$ cat config.mk
export PLATFORM = sky130hd
export DESIGN_NAME = ctrlport_to_spi_master
export DESIGN_NICKNAME = d
export VERILOG_FILES = /design/src/rtl/ctrlport_to_spi_master.sv
export SDC_FILE = /design/constraint.sdc
export NUM_CORES = 1
export LEC_CHECK = 0
export BUFFER_PORTS_ARGS = -buffer_cell sky130_fd_sc_hd__buf_2
export CAP_MARGIN = 20
export CORE_ASPECT_RATIO = 0.6
export CORE_MARGIN = 4
export CORE_UTILIZATION = 40
export DETAILED_ROUTE_END_ITERATION = 7
export PLACE_DENSITY = 0.58
export SKIP_CTS_REPAIR_TIMING = 1
export SLEW_MARGIN = 0
export SYNTH_ARGS = -nofsm -noshare
export SYNTH_HDL_FRONTEND = slang
export SYNTH_SLANG_ARGS = --single-unit
$ cat constraint.sdc
create_clock -name ctrlport_clk -period 2.6 [get_ports ctrlport_clk]
set_input_delay 0.39 -clock ctrlport_clk [delete_from_list [all_inputs] [get_ports ctrlport_clk]]
set_output_delay 0.39 -clock ctrlport_clk [all_outputs]
set_load 0.05 [all_outputs]
$ cat src/rtl/ctrlport_to_spi_master.sv
// ctrlport_to_spi_master: tunnels ControlPort requests as 64-bit SPI mode-0 frames and returns the response
module ctrlport_to_spi_master #(
   parameter int SCLK_DIVIDER = 5,
   parameter int CS_GAP       = 4
) (
   input  logic        ctrlport_clk,
   input  logic        ctrlport_rst_n,
   input  logic        s_ctrlport_req_wr,
   input  logic        s_ctrlport_req_rd,
   input  logic [19:0] s_ctrlport_req_addr,
   input  logic [31:0] s_ctrlport_req_data,
   output logic        s_ctrlport_resp_ack,
   output logic [1:0]  s_ctrlport_resp_status,
   output logic [31:0] s_ctrlport_resp_data,
   output logic        sclk,
   output logic        cs_n,
   output logic        mosi,
   input  logic        miso,
   output logic        busy
);
   localparam logic [2:0] IDLE = 3'd0, SETUP = 3'd1, SHIFT = 3'd2, HOLD = 3'd3, RESP = 3'd4, GAP = 3'd5;
   logic [2:0]  state;
   logic [15:0] cnt;
   logic [6:0]  bits;
   logic [63:0] tx;
   logic [39:0] rx;
   logic        rd_q;
   logic        req, bad, last_div, last_gap;
   logic [63:0] frame;
   always_comb begin
      req      = s_ctrlport_req_wr | s_ctrlport_req_rd;
      bad      = (s_ctrlport_req_wr & s_ctrlport_req_rd) | (s_ctrlport_req_addr[19:15] != 5'd0);
      frame    = s_ctrlport_req_wr ? {1'b1, s_ctrlport_req_addr[14:0], s_ctrlport_req_data, 16'h0}
                                   : {1'b0, s_ctrlport_req_addr[14:0], 48'h0};
      last_div = cnt == 16'(SCLK_DIVIDER - 1);
      last_gap = cnt == 16'(CS_GAP - 1);
   end
   always_ff @(posedge ctrlport_clk) begin
      if (!ctrlport_rst_n) begin
         state                  <= IDLE;
         cnt                    <= '0;
         bits                   <= '0;
         tx                     <= '0;
         rx                     <= '0;
         rd_q                   <= 1'b0;
         cs_n                   <= 1'b1;
         sclk                   <= 1'b0;
         mosi                   <= 1'b0;
         busy                   <= 1'b0;
         s_ctrlport_resp_ack    <= 1'b0;
         s_ctrlport_resp_status <= 2'b00;
         s_ctrlport_resp_data   <= '0;
      end else begin
         s_ctrlport_resp_ack <= 1'b0;
         case (state)
            IDLE: if (req) begin
               if (bad) begin
                  s_ctrlport_resp_ack    <= 1'b1;
                  s_ctrlport_resp_status <= 2'b01;
                  s_ctrlport_resp_data   <= '0;
               end else begin
                  state <= SETUP;
                  cs_n  <= 1'b0;
                  mosi  <= frame[63];
                  tx    <= frame;
                  rd_q  <= ~s_ctrlport_req_wr;
                  busy  <= 1'b1;
                  cnt   <= '0;
                  bits  <= '0;
               end
            end
            SETUP: begin
               cnt <= last_div ? 16'd0 : cnt + 16'd1;
               if (last_div) begin
                  sclk  <= 1'b1;
                  rx    <= {rx[38:0], miso};
                  bits  <= 7'd1;
                  state <= SHIFT;
               end
            end
            // each half-period ends either with a fall (shift MOSI) or a rise (sample MISO)
            SHIFT: begin
               cnt <= last_div ? 16'd0 : cnt + 16'd1;
               if (last_div) begin
                  if (sclk) begin
                     sclk <= 1'b0;
                     mosi <= tx[62];
                     tx   <= {tx[62:0], 1'b0};
                  end else if (bits == 7'd64) begin
                     state <= HOLD;
                  end else begin
                     sclk <= 1'b1;
                     rx   <= {rx[38:0], miso};
                     bits <= bits + 7'd1;
                  end
               end
            end
            HOLD: begin
               cnt <= last_div ? 16'd0 : cnt + 16'd1;
               if (last_div) begin
                  cs_n  <= 1'b1;
                  state <= RESP;
               end
            end
            RESP: begin
               s_ctrlport_resp_ack    <= 1'b1;
               s_ctrlport_resp_status <= rx[2] ? rx[1:0] : 2'b01;
               s_ctrlport_resp_data   <= (rx[2] && rd_q) ? rx[39:8] : 32'h0;
               cnt                    <= '0;
               state                  <= GAP;
            end
            GAP: begin
               cnt <= last_gap ? 16'd0 : cnt + 16'd1;
               if (last_gap) begin
                  busy  <= 1'b0;
                  state <= IDLE;
               end
            end
            default: state <= IDLE;
         endcase
      end
   end
endmodule

# Word level (Yosys, flattened, before mapping)
# Cells that the tools add are included.
[op_classes]
n_addsub = 2
reduce_logical = 21
n_mux = 60
n_eq_ne = 19
bitwise = 5
[op_table]
columns = ["cell", "count"]
rows = [
  ["$mux W63", 4],
  ["$mux W40", 4],
  ["$pmux W63 S2", 1],
  ["$mux W32", 3],
  ["$pmux W40 S2", 1],
  ["$mux W16", 4],
  ["$mux W64", 1],
  ["$pmux W16 S4", 1],
  ["$pmux W32 S2", 1],
  ["$mux W7", 6],
  ["$mux W3", 8],
  ["$ne A2 B2 Y1 const B", 11],
  ["$pmux W7 S3", 1],
  ["$pmux W3 S6", 1],
  ["$add A16 B1 Y16 const B", 1],
  ["$eq A16 B2 Y1 const B", 1],
  ["$eq A16 B3 Y1 const B", 1],
  ["$mux W1", 15],
  ["$reduce_and A3 Y1", 4],
  ["$pmux W1 S2", 5],
  ["$reduce_and A5 Y1", 2],
  ["$reduce_bool A2 Y1", 5],
  ["$reduce_and A4 Y1", 2],
  ["$reduce_and A8 Y1", 1],
  ["17 further kinds", 23],
]
[word_totals]
ff_bits = 169
wordCells = 120
output_inout_bits = 39
input_bits = 57

# Depth between registers and ports, before layout
[logic_depth]
ltp_word = 5
depth_mapped = 10
ltp_nobuf = 7

# Worst setup path after synthesis
# OpenSTA, ideal clock, no wires.
[synth_timing]
path_type = "register -> register"
startpoint = "reg cnt[0]"
endpoint = "reg tx[38]"
required_time_ns = 2.511
synth_period_minus_slack_ns = 2.058
setup_slack_ns = 0.542
t_arrival_ns = 1.969
n_path_buf = 3
setup_ns = 0.089
path_stages_with_launch = 11
path_cell_list = "dfxtp_1 -> inv_1 -> ha_1 -> nor4bb_1 -> and4_1 -> buf_2 -> a31o_4 -> and2_1 -> buf_4 -> buf_6 -> a311oi_2"
[synth_via]
elab_chain_cells = 3
[synth_lines]
columns = ["item", "line", "rtl"]
rows = [
  ["start, declared", "23", "logic [15:0] cnt;"],
  ["start signal, assigned", "73", "cnt <= last_div ? 16'd0 : cnt + 16'd1;"],
  ["start signal, assigned", "83", "cnt <= last_div ? 16'd0 : cnt + 16'd1;"],
  ["start signal, assigned", "99", "cnt <= last_div ? 16'd0 : cnt + 16'd1;"],
  ["$eq A16 B3 Y1", "35", "last_div = cnt == 16'(SCLK_DIVIDER - 1);"],
  ["$ne A2 B2 Y1 (no line)", "n/a", ""],
  ["$reduce_and A5 Y1 (no line)", "n/a", ""],
  ["end signal, assigned", "65", "tx <= frame;"],
  ["end signal, assigned", "88", "tx <= {tx[62:0], 1'b0};"],
  ["end, declared", "25", "logic [63:0] tx;"],
]
# Every way passes these cells.
# A chain may end at the register's enable or synchronous reset.

# Worst setup path after layout
[layout_timing]
startpoint = "reg cnt[3]"
endpoint = "reg rx[8]"
[layout_via]
elab_chain_cells = 3
word_cells_on_any_way = 4
classes_between = "eq/ne (3); reduce/logical (1)"
[layout_lines]
columns = ["item", "line", "rtl"]
rows = [
  ["$eq A16 B3 Y1 *", "35", ""],
  ["$ne A2 B2 Y1 (no line)", "n/a", ""],
  ["$reduce_and A5 Y1 (no line) *", "n/a", ""],
  ["end signal, assigned", "76", "rx <= {rx[38:0], miso};"],
  ["end signal, assigned", "93", "rx <= {rx[38:0], miso};"],
  ["end, declared", "26", "logic [39:0] rx;"],
]
# Every way passes the cells marked *; elsewhere a longest branch is shown, timed or not.

==> impl_metrics.json <==
{
  "leakage_nw": 2.797,
  "crit_start": "cnt[3]$_SDFFE_PN0P_",
  "rr_worst_depth": 6,
  "die-area_mm2": 0.01947,
  "cap_viol_max_count": 0,
  "avgViaCountPerCell": 5.456,
  "clkSlewWorstSetupHoldPaths_ns": 0.07,
  "cts_buffers": 17,
  "ys_ff_latch": 153,
  "crit_path_start_kind": "flip-flop",
  "vdd_drop_max_v": 0.0004048,
  "grt_setup_unrepaired": "no",
  "grt_max_degree": 52,
  "wl_per_cell_um": 16.12,
  "fillers": 1603,
  "slew_violations": 0,
  "syn_nets": 847,
  "synth_top_area_share_pct": 44.42,
  "drtAntennaViolNets": 0,
  "synthFlopType": "dfxtp_1",
  "synth_area_leaders": "dfxtp_1 44%, nand2_1 8.8%, a311oi_2 6.5%",
  "ys_seq_area_share_pct": 44.42,
  "r2r-start": "cnt[3]$_SDFFE_PN0P_",
  "hold_viol_final": 0,
  "grt_pass1_vias": 5597,
  "fin_skew_ns": 0.009377,
  "finalNetCount": 916,
  "core-area_mm2": 0.01658,
  "slowest_delay_ns": 0.54,
  "fin_tns_setup_ns": 0,
  "vias": 5980,
  "drt_iter0_drc": 450,
  "synthCells": 786,
  "synth_area_per_cell_um2": 8.773,
  "die_w_um": 177.5,
  "grt-ovfl-total": 0,
  "place_congestion": 0.8080,
  "cts_sinks": 153,
  "async_flop_share_pct": 0,
  "clk-insertion-delay-late_ns": 0.44,
  "status": "completed",
  "crit_chain": "nor4_2 -> nand4_1 -> a2111oi_4 -> buf_12 -> nand2_1 -> a21oi_2",
  "gr-usage-all-layers_pct": 18.48,
  "num_rows": 36,
  "worstReg2RegEnd": "rx[8]$_SDFFE_PN0P_",
  "antenna_cells": 0,
  "routed_wl_mm": 17.66,
  "clockRootBuffer": "clkbuf_16",
  "syn_area_mm2": 0.006895,
  "period_share_pct": 90.32,
  "min_path_type": "input pin to flip-flop",
  "yosys-top-cells-count": "162 x nand2_1, 153 x dfxtp_1, 65 x a21oi_1, 57 x nor2_1, 44 x clkbuf_1",
  "synth-edff-count": 0,
  "clk_path_buf_depth": 2,
  "yosysMostFrequentCell": "nand2_1",
  "hold_ws_ns": 0.2240,
  "finalCriticalPeriod_ns": 2.348,
  "io_pins": 96,
  "setup_violations": 0,
  "arrival_ns": 2.72,
  "yosys_warnings": 0,
  "drive_gt1_share_pct": 26.73,
  "initial_core_util_pct": 41.60,
  "drt-pass1-iter-count": 5,
  "ys_types": 55,
  "syn_to_final_growth_pct": 17.93,
  "r2r_slack_ns": 0.25,
  "numPortBuffers": 95,
  "die_y_um": 109.7,
  "cpMaxStageDelayCell": "nor4_2",
  "slew_headroom_pct": 52.16,
  "cts_tree": "done",
  "cp_max_fo": 40,
  "fmax_mhz": 425.8,
  "hpwl_mm": 11.51,
  "critPathRequiredTime_ns": 2.97,
  "grt_pass1_wl_mm": 28.80,
  "worst_slew_pin_slew_ns": 0.7176,
  "critPathCapture": "rx[8]$_SDFFE_PN0P_",
  "criticalPathCategory": "flip-flop to flip-flop",
  "yosys.area.top_type": "dfxtp_1",
  "antenna_found_initial": 1,
  "power_density_mw_per_mm2": 627.7,
  "htreeDepth": 4,
  "drc": 0,
  "end_kind": "flip-flop"
}
how the worst min path moves through the flow:
stage | from | endpoint | depth (start not counted)
2_1_floorplan | rx[39]$_SDFFE_PN0P_ | rx[39]$_SDFFE_PN0P_ | 2
3_3_place_gp | rx[7]$_SDFFE_PN0P_ | rx[7]$_SDFFE_PN0P_ | 2
3_5_place_dp | rx[6]$_SDFFE_PN0P_ | rx[6]$_SDFFE_PN0P_ | 2
4_1_cts | miso | rx[0]$_SDFFE_PN0P_ | 3
5_1_grt | miso | rx[0]$_SDFFE_PN0P_ | 3
6_report | miso | rx[0]$_SDFFE_PN0P_ | 3
cell families (layout without fill, tap and decap cells):
kind of cell	count (synthesis)	after routing	synth area share (%)
and+or+nand+nor	321	321	21.52
AOI/OAI and AO/OA	219	219	26.13
DFF	153	153	44.42
buffers and inverters	74	156	5.262
xor gates and xnor gates	13	13	1.651
adders and majority gates	4	4	0.7259
muxes	2	2	0.2903
report_power, final:
| group | total (W) | switching [W] | internal [W] |
|---|---|---|---|
| Sequential | 0.00237 | 0.00000905 | 0.00236 |
| Clock | 0.00250 | 0.00111 | 0.00139 |
| Combinational | 0.000241 | 0.000161 | 0.0000804 |
per-stage QoR:
| step | util [%] | total power, W | worst slack (ns) | instances | cell area (µm²) |
|---|---|---|---|---|---|
| after CTS | 49.02 | 0.005154 | 0.2197 | 1096 | 8125 |
| after global placement | 45.45 | 0.002655 | 0.3710 | 1064 | 7533 |
| final | 49.06 | 0.005104 | 0.2517 | 1096 | 8132 |
| after detailed placement | 45.45 | 0.002660 | 0.2657 | 1064 | 7533 |
| after global routing | 49.06 | 0.005287 | 0.03107 | 1096 | 8132 |
| after floorplan | - | 0.002569 | 0.5424 | 786 | 6895 |
worst max-delay path: cells and delay by family (launching register included):
kind                   cells  cell delay, ns
buffers and inverters      1            0.26
AO/OA/AOI/OAI              2            0.66
flip-flops                 1            0.34
AND/OR/NAND/NOR            3            1.00
sequential cells by signal, summed over array words and instances, names as in the netlist:
signal / flops
busy: 1
bits: 7
rx: 40
mosi: 1
cnt: 16
cs_n: 1
s_ctrlport_resp_data: 32
s_ctrlport_resp_ack: 1
state: 3
rd_q: 1
s_ctrlport_resp_status: 2
tx: 47
sclk: 1
per-layer routing:
metal	up-vias	share of wire, %	GRT usage (%)
met4	2	1.5	6.895
met5	-	0.040	0
met2	134	42	26.49
li1	2970	-	-
met3	24	4.9	4.742
met1	2850	51	26.71
area by class of cell:
type / count / area, µm² / share of cell area (%)
flip-flops and latches: 153 / 3063 / 37.67
clock buffers: 18 / 439.2 / 5.401
clock inverters: 14 / 152.6 / 1.877
repair buffers: 115 / 663.1 / 8.155
well taps: 228 / 285.3 / 3.508
multi-input cells: 559 / 3490 / 42.91
inverters: 9 / 38.79 / 0.4770
placed cells by master, fill, tap and decap left out, types with 5 or more instances in the layout:
master and count:
a21oi_1 65, a21oi_2 38, a22oi_1 33, a311oi_1 19
a311oi_2 30, and3_1 10, buf_2 95, buf_4 17
clkbuf_16 17, dfxtp_1 153, inv_1 7, inv_6 6
nand2_1 162, nand3_1 37, nand4_1 12, nor2_1 56
o21ai_0 8, xnor2_1 8, xor2_1 5
No activity file was read; power rests on OpenSTA's default activity.
